`src/rtl/serving_mem_arbiter.sv`:
```
// Round-robin arbiter sharing the SRAM Wishbone port between ibus, dbus and ext masters.
// Request in IDLE at cycle N drives o_wb_stb from N+1. Losers wait, and a silent slave is aborted after TIMEOUT BUSY cycles.
module serving_mem_arbiter #(
    parameter int aw      = 8,
    parameter int TIMEOUT = 64
) (
    input  logic          i_clk,
    input  logic          i_rst_n,
    input  logic [aw-3:0] i_ibus_adr,
    input  logic          i_ibus_stb,
    output logic          o_ibus_ack,
    output logic          o_ibus_err,
    input  logic [aw-3:0] i_dbus_adr,
    input  logic [31:0]   i_dbus_dat,
    input  logic [3:0]    i_dbus_sel,
    input  logic          i_dbus_we,
    input  logic          i_dbus_stb,
    output logic          o_dbus_ack,
    output logic          o_dbus_err,
    input  logic [aw-3:0] i_ext_adr,
    input  logic [31:0]   i_ext_dat,
    input  logic [3:0]    i_ext_sel,
    input  logic          i_ext_we,
    input  logic          i_ext_stb,
    output logic          o_ext_ack,
    output logic          o_ext_err,
    output logic [31:0]   o_rdt,
    output logic [aw-3:0] o_wb_adr,
    output logic [31:0]   o_wb_dat,
    output logic [3:0]    o_wb_sel,
    output logic          o_wb_we,
    output logic          o_wb_stb,
    input  logic [31:0]   i_wb_rdt,
    input  logic          i_wb_ack,
    output logic [1:0]    o_grant,
    output logic          o_busy
);
    typedef enum logic [1:0] {IDLE, BUSY, ERR} state_t;

    localparam logic [7:0] TMO_LAST = 8'(TIMEOUT - 1);

    state_t          state_q, state_d;
    logic [1:0]      grant_q, grant_d;
    logic [7:0]      timer_q, timer_d;
    logic [aw-3:0]   adr_q, adr_d;
    logic [31:0]     dat_q, dat_d;
    logic [3:0]      sel_q, sel_d;
    logic            we_q, we_d;
    logic            stb_q, stb_d;
    logic [2:0]      req;
    logic [1:0]      win;

    assign req = {i_ext_stb, i_dbus_stb, i_ibus_stb};

    // Search starts just after the last grantee so every requester waits at most two transactions.
    always_comb begin
        win = 2'd0;
        case (grant_q)
            2'd0:    win = req[1] ? 2'd1 : (req[2] ? 2'd2 : 2'd0);
            2'd1:    win = req[2] ? 2'd2 : (req[0] ? 2'd0 : 2'd1);
            default: win = req[0] ? 2'd0 : (req[1] ? 2'd1 : 2'd2);
        endcase
    end

    always_comb begin
        state_d = state_q;
        grant_d = grant_q;
        timer_d = timer_q;
        adr_d   = adr_q;
        dat_d   = dat_q;
        sel_d   = sel_q;
        we_d    = we_q;
        stb_d   = stb_q;
        case (state_q)
            IDLE: begin
                if (|req) begin
                    state_d = BUSY;
                    grant_d = win;
                    timer_d = 8'd0;
                    stb_d   = 1'b1;
                    case (win)
                        2'd0: begin
                            adr_d = i_ibus_adr;
                            dat_d = 32'd0;
                            sel_d = 4'hf;
                            we_d  = 1'b0;
                        end
                        2'd1: begin
                            adr_d = i_dbus_adr;
                            dat_d = i_dbus_dat;
                            sel_d = i_dbus_sel;
                            we_d  = i_dbus_we;
                        end
                        default: begin
                            adr_d = i_ext_adr;
                            dat_d = i_ext_dat;
                            sel_d = i_ext_sel;
                            we_d  = i_ext_we;
                        end
                    endcase
                end
            end
            BUSY: begin
                // A late ack in the final timer cycle still completes the transfer.
                if (i_wb_ack) begin
                    stb_d   = 1'b0;
                    state_d = IDLE;
                end else if (timer_q == TMO_LAST) begin
                    stb_d   = 1'b0;
                    state_d = ERR;
                end else begin
                    timer_d = timer_q + 8'd1;
                end
            end
            ERR:     state_d = IDLE;
            default: state_d = IDLE;
        endcase
    end

    always_ff @(posedge i_clk or negedge i_rst_n) begin
        if (!i_rst_n) begin
            state_q <= IDLE;
            grant_q <= 2'd2;
            timer_q <= 8'd0;
            adr_q   <= '0;
            dat_q   <= 32'd0;
            sel_q   <= 4'd0;
            we_q    <= 1'b0;
            stb_q   <= 1'b0;
        end else begin
            state_q <= state_d;
            grant_q <= grant_d;
            timer_q <= timer_d;
            adr_q   <= adr_d;
            dat_q   <= dat_d;
            sel_q   <= sel_d;
            we_q    <= we_d;
            stb_q   <= stb_d;
        end
    end

    logic ack_vld, err_vld;
    assign ack_vld = (state_q == BUSY) && i_wb_ack;
    assign err_vld = (state_q == ERR);

    assign o_ibus_ack = ack_vld && (grant_q == 2'd0);
    assign o_dbus_ack = ack_vld && (grant_q == 2'd1);
    assign o_ext_ack  = ack_vld && (grant_q == 2'd2);
    assign o_ibus_err = err_vld && (grant_q == 2'd0);
    assign o_dbus_err = err_vld && (grant_q == 2'd1);
    assign o_ext_err  = err_vld && (grant_q == 2'd2);

    assign o_rdt    = i_wb_rdt;
    assign o_wb_adr = adr_q;
    assign o_wb_dat = dat_q;
    assign o_wb_sel = sel_q;
    assign o_wb_we  = we_q;
    assign o_wb_stb = stb_q;
    assign o_grant  = grant_q;
    assign o_busy   = (state_q != IDLE);
endmodule

```
`config.mk`:
```
export PLATFORM = sky130hd
export DESIGN_NAME = serving_mem_arbiter
export DESIGN_NICKNAME = d
export VERILOG_FILES = /design/src/rtl/serving_mem_arbiter.sv
export SDC_FILE = /design/constraint.sdc
export NUM_CORES = 1
export LEC_CHECK = 0
export CORE_MARGIN = 3
export CORE_UTILIZATION = 35
export CTS_CLUSTER_DIAMETER = 200
export CTS_CLUSTER_SIZE = 40
export DETAILED_ROUTE_END_ITERATION = 8
export HOLD_SLACK_MARGIN = 0.02
export PLACE_DENSITY = 0.82
export SYNTH_ARGS = -nofsm -noshare
export SYNTH_HDL_FRONTEND = slang
export SYNTH_SLANG_ARGS = --single-unit
```
`constraint.sdc`:
```
create_clock -name i_clk -period 2.3 [get_ports i_clk]
set_input_delay 0.23 -clock i_clk [delete_from_list [all_inputs] [get_ports i_clk]]
set_output_delay 0.23 -clock i_clk [all_outputs]
set_load 0.005 [all_outputs]
```
# == Yosys cells after proc, flatten, opt, wreduce, memory -nomap -nowiden ==
# Cells that the tools add are included.
# word_totals
word_cells,59
regBits,56
inputBits,130
# op_classes
mux,23
add_sub_neg,1
eq_ne,10
reduce_logical,17
# op_table
operator,count
one-hot mux 32 bit (2 select lines),1
2-to-1 mux 8 bit,3
2-to-1 mux 2 bit,8
one-hot mux 8 bit (2 select lines),1
one-hot mux 6 bit (2 select lines),1
"adder 8 x 1 -> 8 bit, second input constant",1
"== test 8 x 6 -> 1 bit, second input constant",1
one-hot mux 2 bit (2 select lines),2
one-hot mux 4 bit (2 select lines),1
logical AND 1 bit,7
"== test 2 x 1 -> 1 bit, second input constant",3
logical NOT 2 bit,3
"inequality test 2 bit, second input constant",3
"== test 2 bit, second input constant",2
2-to-1 mux 1 bit,4
one-hot mux 1 bit (2 select lines),2
AND reduction 2 bit,2
AND reduction 4 bit,1
nonzero test 2 bit,2
"inequality test 3 bit, second input constant",1
AND reduction 3 bit,1
OR reduction 3 bit,1

# == Logic depth before layout (Yosys ltp) ==
# logic_depth
word_depth,5
ltp_mapped,7

# == Worst setup path before layout ==
# Ideal clock, no wire load.
# synth_timing
path_type,register to register
startpoint,"register grant_q[1], in the netlist o_grant[1]"
endpoint,"register adr_q[5], in the netlist o_wb_adr[5]"
n_path_buf,3
t_arrival_ps,1556
period_less_slack_ps,1685
stages_incl_launch_ff,8
required_ps,2171
path_slack_ps,615
setup_time_ps,129
cell_sequence,dfstp_2 -> buf_4 -> nor2_1 -> a211o_1 -> buf_6 -> buf_6 -> a22oi_1 -> o21ai_1
# synth_between
elab_chain_cells,4
word_cells_on_any_way,6
# synth_lines
element,line,rtl
"start, declared",43,"logic [1:0] grant_q, grant_d;"
"start signal, assigned",132,grant_q <= grant_d;
== test 2 x 1 -> 1 bit or logical NOT 2 bit (tied branches),58,case (grant_q)
one-hot mux 2 bit (2 select lines) *,58,
== test 2 x 1 -> 1 bit or logical NOT 2 bit (tied branches),81,case (win)
one-hot mux 6 bit (2 select lines) *,81,
"end signal, assigned",134,adr_q <= adr_d;
"end, declared",45,"logic [aw-3:0] adr_q, adr_d;"
# Mark *: on every way between the ends. The rest lies on a longest branch, timed or not.
# A chain may end at the register's enable or synchronous reset.

# == Worst setup path in the final report ==
# layout_timing
startpoint,"register grant_q[1], in the netlist o_grant[1]"
endpoint,output port o_ext_err
# layout_between
elab_chain_cells,2
# layout_lines
element,line,rtl
== test 2 bit,151,assign o_ext_err = err_vld && (grant_q == 2'd2);
logical AND 1 bit,151,
"end, declared",26,"output logic o_ext_err,"
# Every way passes these cells.

==> flow_metrics.py <==
metrics = {
    "critical_path": {
        "path_max_fanout": 13,
        "endpoint_kind": "output port",
        "r2r-start": "o_grant[0]",
        "criticalPathCategory": "reg2out",
        "cp.arrival_ps": 1730,
        "cp-start-kind": "flip-flop",
        "required_ps": 2070,
        "crit_start": "o_grant[1]",
    },
    "sta": {
        "worst_slack_ps": 338,
        "report.final.slew_viol_count": 0,
        "hold_viol": 0,
        "fmax_mhz": 510,
        "rsz0062_at_grt": "no",
        "finClkSkew_ps": 10.2,
        "fin_tns_setup_ps": 0,
        "period_needed_ps": 1960,
        "worst_pin_slew_ps": 936,
        "fin_crit_sh_pct": 85.3,
        "setup_viol": 0,
        "slew_headroom_pct": 37.5,
        "fin_hold_ws_ps": 460,
    },
    "finish": {
        "stdcell_area_um2": 4400,
        "seq_area_um2": 1400,
        "syn_to_final_growth_pct": 50.9,
        "multiInputGateArea_um2": 1170,
        "finalNetCount": 552,
        "layout_commonest_cell": "clkdlybuf4s50_1",
        "insertedDiodeCount": 0,
        "fill_cells": 703,
        "drive_above_1_share_pct": 5.45,
        "layout_common_cells": "149 x clkdlybuf4s50_1, 55 x dfrtp_1, 42 x nand2_1",
    },
    "synth": {
        "synth_seq_area_share_pct": 48.0,
        "syn-num-nets": 438,
        "ys_ff_latch": 56,
        "syn_area_per_cell_um2": 9.51,
        "yosysTopAreaCellShare_pct": 47.1,
        "synth_ff_type": "dfrtp_1",
        "synth_edf_count": 0,
        "synth.area.top_cells": "dfrtp_1 47%, a22oi_1 10%, buf_4 9.3%",
        "async_flop_share_pct": 100,
        "synth_area_leader_cell": "dfrtp_1",
        "ys_warn_count": 0,
        "ys_types": 44,
        "netlist_area_um2": 2920,
        "synth_cells": 307,
    },
    "floorplan": {
        "pin_count": 215,
        "coreArea_um2": 7930,
        "dieHeight_um": 97.3,
        "start_util_pct": 36.8,
        "num_rows": 32,
        "die_area_um2": 9470,
        "die_x_um": 97.3,
    },
    "power_and_ir_drop": {
        "power_frac_comb_pct": 51.4,
        "p_switching_w": 0.00159,
        "p_leak_nw": 1.74,
        "clkPwrFrac_pct": 12.0,
        "p_seq_share_pct": 36.6,
        "p_per_area_nw_per_um2": 999,
        "intPower_w": 0.00281,
        "switching_share_pct": 36.1,
        "ir_worst_vdd_uv": 496,
        "power.total_w": 0.00440,
    },
    "worst_hold_path": {
        "hold_path.class": "in2out",
        "hold_path.startpoint": "i_wb_rdt[11]",
    },
    "place": {
        "dp_hpwl_um": 6180,
        "pre_cts_slack_ps": 65.8,
        "gp_congestion": 0.785,
        "dpl-instance-area_um2": 4310,
        "port_buffers": 150,
    },
    "detailed_routing": {
        "drt-wirelength-per-cell_um": 15.4,
        "drcViolationCount": 0,
        "ant_nets": 0,
        "viasPerCell": 5.13,
        "drtIter0Drc": 134,
        "num_vias": 2690,
        "wirelength_um": 8070,
        "dr.pass1.iters": 4,
    },
    "global_route": {
        "grt_usage_pct": 17.3,
        "grt_pass1_wl_um": 13600,
        "antenna_found_initial": 0,
        "grt_max_degree": 53,
        "grt_remaining_overflow": 0,
        "grt_pass1_vias": 2722,
    },
    "clocking": {
        "cts_tree": "done",
        "clk_pin_slew_ps": 90,
        "cts_buffer_depth": 2,
        "root_buffer": "clkbuf_8",
        "cts_setup_buffers": 0,
        "cts_buffers": 5,
        "clock_sinks": 56,
        "htreeDepth": 2,
        "insertion_delay_ps": 310,
        "cts-resized-gates": 0,
        "postCtsHoldBufs": 1,
    },
    "flow_run": {
        "maxCapViolations": 0,
    },
    "run_status": {
        "status": "complete, no violations",
    },
}
-- final timing paths --
path	to	slack, ps	cells after the start
worst min-delay path	o_rdt[11]	460	0
worst max-delay path	o_ext_err	340	3
worst max register to register	o_wb_dat[18]	400	4
max in group asynchronous	o_grant[1]	1160	3
worst min register to register	o_wb_dat[0]	480	2
min in group asynchronous	o_wb_dat[30]	480	2
-- Yosys cell counts, types with 2 or more instances --
cell,instances
inv_1,4
o21ai_1,10
dfrtp_1,55
clkbuf_1,6
buf_2,7
nand3_1,3
nand2_1,42
nor3_1,4
buf_6,2
o22ai_1,4
buf_4,36
and2_1,2
o31ai_1,4
nor2b_1,2
or4_1,2
a22oi_1,39
nor2_1,9
nand3b_1,2
a32oi_1,6
nand2b_1,4
o21ai_0,38
a21oi_1,4
-- sequential cells by signal (all words and copies together) (netlist names) --
register,count
o_wb_adr,6
timer_q,8
o_wb_dat,32
o_grant,2
state_q,2
o_wb_stb,1
o_wb_we,1
o_wb_sel,4
-- power groups by stage --
stage,Combinational [W],Clock [W],Sequential [W]
after floorplan,0.00113,0,0.00161
after global placement,0.00224,0,0.00161
after detailed placement,0.00230,0,0.00163
after CTS,0.00230,0.000553,0.00161
after global routing,0.00251,0.000593,0.00167
final,0.00226,0.000528,0.00161
-- cells by family (layout without fill, tap and decap cells) --
family | count (synthesis) | count (layout) | synth area share [%]
AOI/OAI and AO/OA | 113 | 113 | 25.1
and+or+nand+nor | 78 | 78 | 12.9
buffers and inverters | 57 | 172 | 12.8
DFF | 56 | 56 | 48.0
adders and majority gates | 1 | 1 | 0.429
xor gates and xnor gates | 1 | 1 | 0.300
muxes | 1 | 1 | 0.343
-- worst max-delay path: stages, from the launching register on --
cell,delay [ps]
dfstp_2,700
nand2b_1,120
nor2_1,110
clkdlybuf4s50_1,510
-- per-stage QoR --
step,utilization [%],std cells
floorplan,-,307
global placement,54.4,515
detailed placement,54.4,515
CTS,55.6,524
global route,55.6,524
finish,55.6,524
-- final cells by class --
type	instances	share of cell area [%]
timing repair buffer	160	36.3
tap	102	2.90
clock buffer	7	1.73
inverter	4	0.341
sequential	56	31.8
multi-input combinational	194	26.7
clock inverter	1	0.199
-- layer usage --
metal | vias up | track usage (%) | part of all wire, % | wire, µm
met2 | 115 | 29.5 | 50 | 4000
met1 | 1250 | 21.0 | 40 | 3270
met4 | 0 | 5.64 | 1.8 | 143
met3 | 21 | 5.10 | 8.1 | 656
met5 | - | 0 | 0 | 0
li1 | 1304 | - | - | -
No activity file was read; power rests on OpenSTA's default activity.
